### src/rtl/debouncer_multi.sv
// debouncer_multi: N independent input debouncers with synchronisers,
// registered debounced levels, rise/fall event pulses, busy flags and a
// global enable.
module debouncer_multi #(
  parameter int unsigned      N_CH        = 4,
  parameter int unsigned      CNT_MAX     = 300000,
  parameter int unsigned      SYNC_STAGES = 2,
  parameter logic [N_CH-1:0]  DEFAULT_D   = '0
) (
  input  logic            clk,
  input  logic            rst,
  input  logic            en,
  input  logic [N_CH-1:0] i_d,
  output logic [N_CH-1:0] q,
  output logic [N_CH-1:0] rise,
  output logic [N_CH-1:0] fall,
  output logic [N_CH-1:0] busy
);

  localparam int unsigned     CNT_W    = $clog2(CNT_MAX + 1);
  localparam logic [CNT_W-1:0] CNT_LAST = CNT_W'(CNT_MAX - 1);

  typedef enum logic {
    ST_STABLE = 1'b0,
    ST_COUNT  = 1'b1
  } state_e;

  logic [SYNC_STAGES-1:0][N_CH-1:0] sync_q, sync_d;
  logic [N_CH-1:0]                  s;

  state_e           state_q [N_CH];
  state_e           state_d [N_CH];
  logic [CNT_W-1:0] cnt_q   [N_CH];
  logic [CNT_W-1:0] cnt_d   [N_CH];

  logic [N_CH-1:0] q_q, q_d;
  logic [N_CH-1:0] rise_q, rise_d;
  logic [N_CH-1:0] fall_q, fall_d;
  logic [N_CH-1:0] busy_q, busy_d;

  // Synchroniser shift chain; only the last stage feeds the filters.
  always_comb begin
    sync_d = {sync_q[SYNC_STAGES-2:0], i_d};
  end

  assign s = sync_q[SYNC_STAGES-1];

  // Per-channel stability filter: counts consecutive mismatches of s vs q.
  always_comb begin
    state_d = state_q;
    cnt_d   = cnt_q;
    q_d     = q_q;
    rise_d  = '0;
    fall_d  = '0;
    busy_d  = '0;
    for (int i = 0; i < int'(N_CH); i++) begin
      if (!en) begin
        state_d[i] = ST_STABLE;
        cnt_d[i]   = '0;
      end else begin
        case (state_q[i])
          ST_STABLE: begin
            if (s[i] != q_q[i]) begin
              if (CNT_MAX == 1) begin
                // No filtering: the first mismatching sample is accepted.
                q_d[i]    = s[i];
                rise_d[i] = s[i];
                fall_d[i] = ~s[i];
              end else begin
                state_d[i] = ST_COUNT;
                cnt_d[i]   = CNT_W'(1);
              end
            end
          end
          ST_COUNT: begin
            if (s[i] == q_q[i]) begin
              // Input went back before the window closed: glitch rejected.
              state_d[i] = ST_STABLE;
              cnt_d[i]   = '0;
            end else if (cnt_q[i] == CNT_LAST) begin
              q_d[i]     = s[i];
              rise_d[i]  = s[i];
              fall_d[i]  = ~s[i];
              state_d[i] = ST_STABLE;
              cnt_d[i]   = '0;
            end else begin
              cnt_d[i] = cnt_q[i] + CNT_W'(1);
            end
          end
          default: begin
            state_d[i] = ST_STABLE;
            cnt_d[i]   = '0;
          end
        endcase
      end
      busy_d[i] = (state_d[i] == ST_COUNT);
    end
  end

  // State, counters, synchronisers and registered outputs.
  always_ff @(posedge clk or negedge rst) begin
    if (!rst) begin
      sync_q <= {SYNC_STAGES{DEFAULT_D}};
      q_q    <= DEFAULT_D;
      rise_q <= '0;
      fall_q <= '0;
      busy_q <= '0;
      for (int i = 0; i < int'(N_CH); i++) begin
        state_q[i] <= ST_STABLE;
        cnt_q[i]   <= '0;
      end
    end else begin
      sync_q  <= sync_d;
      q_q     <= q_d;
      rise_q  <= rise_d;
      fall_q  <= fall_d;
      busy_q  <= busy_d;
      state_q <= state_d;
      cnt_q   <= cnt_d;
    end
  end

  assign q    = q_q;
  assign rise = rise_q;
  assign fall = fall_q;
  assign busy = busy_q;

endmodule

### config.mk
export PLATFORM = sky130hd
export DESIGN_NAME = debouncer_multi
export DESIGN_NICKNAME = d
export VERILOG_FILES = /design/src/rtl/debouncer_multi.sv
export SDC_FILE = /design/constraint.sdc
export NUM_CORES = 1
export LEC_CHECK = 0
export ABC_AREA = 1
export BUFFER_PORTS_ARGS = -buffer_cell sky130_fd_sc_hd__buf_2
export CAP_MARGIN = 5
export CORE_UTILIZATION = 30
export CTS_CLUSTER_SIZE = 20
export DETAILED_ROUTE_END_ITERATION = 12
export RECOVER_POWER = 100
export SLEW_MARGIN = 15
export SYNTH_ARGS = -nofsm -noshare
export SYNTH_HDL_FRONTEND = slang
export SYNTH_SLANG_ARGS = --single-unit
### constraint.sdc
create_clock -name clk -period 1.6 [get_ports clk]
set_clock_uncertainty 0.2 [all_clocks]
set_input_delay 0.32 -clock clk [delete_from_list [all_inputs] [get_ports clk]]
set_output_delay 0.32 -clock clk [all_outputs]
set_load 0.01 [all_outputs]
==> metrics.csv <==
metric,value,unit
cts_max_level,3,
setup_viol,35,
fin_crit_sh,1.06,
tns,-1.23,ns
hold_violations,0,
synth_top_family_by_area,simple AND/OR/NAND/NOR gates,
groute.layer.met1.usage,0.209,
hp-start,sync_d[7]$_DFF_PN0_,
avgSynthCellArea,7.44,um^2
met3_usage,0.0413,
final_cell_mix,"nand2_1, buf_4, dfrtp_1",
r2r_slack,-0.09,ns
place.gp.congestion,0.839,
num_rows,49,
synth.yosys.seq_area_share,0.452,
drt_wl_total,14000,um
synth-compound-area-share,0.0793,
synthMuxAreaShare,0,
reg2reg_depth,8,
antenna_found_initial,0,
min_path_cells,0,
powerDensity,637,mW/mm^2
cts_sinks,100,
fillers,1824,
grt_pass1_wl,23200,um
fin_nets,909,
grt_use_met2,0.248,
timing.max_slew.rel_slack,0.522,
hold_path_end,s[3]$_DFF_PN0_,
drc,0,
fp.dieH,138,um
failed_checks,negative setup slack,
synthesis.nets,755,
r2r-start,cnt_q[58]$_DFFE_PN0P_,
synth.ff_latch_count,100,
first_global_vias,4901,
clk_path_buf_depth,2,
final_cells,1132,
layout_commonest_cell,nand2_1,
cts_tree,yes,
required,1.64,ns
finalMaxSlewViolations,0,
top_usage_layer,met2,
status,finished with violations,
rsz0062_at_grt,yes,
cts_buffers,9,
cap_violations,0,
track_usage,0.155,
drtIter0Drc,336,
fp.coreArea,0.0180,mm^2
hpwl,9710,um
fmax,592,MHz
syn_inst,744,
syn_to_final_growth,39.5,%
clkTransAtPathRegs,0.07,ns
power_leakage,0.00337,uW
worst_slew_pin_slew,0.717,ns
route.detailed.wl_per_inst,12.4,um
yosysUniqueCellTypes,29,
clockRootBuffer,clkbuf_16,
peakVddDrop,989,uV
finalPower,4920,uW
layout_min_cycle_time,1.69,ns
hold_path.class,flip-flop to flip-flop,
vias,5249,
dp_slack,-0.162,ns
clock_latency,0.36,ns
synthSimpleGateAreaFrac,0.340,
setup.worst_path.start_class,flip-flop,
drt_first_pass_iters,5,
dieArea,0.0190,mm^2
io_pins,23,
ant_nets,0,
drive_gt1_frac,0.321,
hold_slack,0.159,ns
crit_fanout,7,
synth-warning-count,0,
synthAdderAreaFrac,0.00904,
setup_ws,-0.0894,ns
worstPathArrival,1.73,ns
grt_overflow,0,
synthesis.area,0.00554,mm^2
diodes,0,
portBuffers,22,
synth_xor_area_frac,0.0506,
crit_type,flip-flop to flip-flop,
r2r_end,cnt_q[63]$_DFFE_PN0P_,
grt_max_degree,52,
start_util,0.307,
viasPerCell,4.64,
cp-end-kind,flip-flop,
die_width,138,um
placed_cells,1092,
## per-layer routing
layer  routed length [um]  vias up
met2                 6650       66
met1                 6740     2487
met4                  136        0
li1                     -     2687
met5                    0        -
met3                  507        9
## cell usage after synthesis
cell type  instances  area share
nand2_1          224        0.15
dfrtp_1          100        0.45
inv_1             83       0.056
nand3_1           83       0.075
nor2_1            67       0.045
o21ai_0           40       0.036
xor2_1            25       0.040
nor2_2            22       0.025
o21ai_1           22       0.020
nand4_1           11       0.012
o22ai_1            9       0.010
nor3_1             8      0.0072
nand2_2            7      0.0079
xnor2_1            7       0.011
inv_2              6      0.0041
nor2_4             6       0.012
buf_2              5      0.0045
a21oi_1            4      0.0036
ha_1               4      0.0090
a31oi_1            2      0.0023
a21boi_0           1      0.0014
a21oi_2            1      0.0016
and2_1             1      0.0011
buf_4              1      0.0014
buf_6              1      0.0020
clkinv_2           1     0.00090
nand3_2            1      0.0018
o21ai_4            1      0.0029
o21bai_1           1      0.0014
## per-stage QoR
step                cell area (um^2)   util
global route                    7730  0.429
detailed placement              6700  0.372
finish                          7730  0.429
CTS                             7230  0.401
floorplan                       5540      -
global placement                6700  0.372
## worst max path at each step
stage,from,endpoint,cells past startpoint
after floorplan,cnt_q[38]$_DFFE_PN0P_,q[1]$_DFFE_PN0P_,8
after global placement,cnt_q[0]$_DFFE_PN0P_,cnt_q[11]$_DFFE_PN0P_,8
after detailed placement,cnt_q[1]$_DFFE_PN0P_,cnt_q[11]$_DFFE_PN0P_,8
after CTS,cnt_q[19]$_DFFE_PN0P_,cnt_q[32]$_DFFE_PN0P_,9
after global routing,cnt_q[57]$_DFFE_PN0P_,cnt_q[75]$_DFFE_PN0P_,9
final,cnt_q[58]$_DFFE_PN0P_,cnt_q[63]$_DFFE_PN0P_,8
## repair_timing
item / CTS / global route
cloned: 1 / 1
setup buffers: 3 / 14
endpoints found under the setup margin: 73 / 88
endpoints found under the hold margin: 104 / 0
pin swaps: 26 / 51
hold buffers: 5 / 0
resized for setup: 57 / 117
## critical path, cell delays in order (launching register included)
cell and delay (ns):
dfrtp_1 0.42, ha_4 0.17, nand2_4 0.06, nor2_4 0.16
buf_6 0.12, nand3_4 0.09, nand2_4 0.14, buf_8 0.15
o21ai_1 0.07
## power breakdown
part,internal (uW),total (uW),switching (uW),leakage (uW)
registers,2550,2580,25.4,0.00135
logic,95.0,271,176,0.00189
clock network,1060,2070,1010,0.000126
## cell type report
type / count / area [um^2] / share of cell area
Clock buffer: 11 / 233 / 0.0301
Tap cell: 229 / 287 / 0.0371
Multi-Input combinational cell: 548 / 3180 / 0.412
Timing Repair inverter: 1 / 5.00 / 0.000648
Clock inverter: 5 / 37.5 / 0.00486
Sequential cell: 100 / 2510 / 0.325
Timing Repair Buffer: 148 / 1110 / 0.144
Inverter: 90 / 357 / 0.0462
## cell families after synthesis
family                   after synthesis
buffers and inverters                 97
AND/OR/NAND/NOR                      430
adder cells (fa/ha/maj)                4
flip-flops                           100
XOR/XNOR                              32
AO/OA/AOI/OAI                         81
## flip-flops by register name (all words and copies together), names as in the netlist
register  count
s             4
fall          4
sync_d        4
q             4
rise          4
busy          4
cnt_q        76
Note: power is estimated with default switching activity, not from simulation.
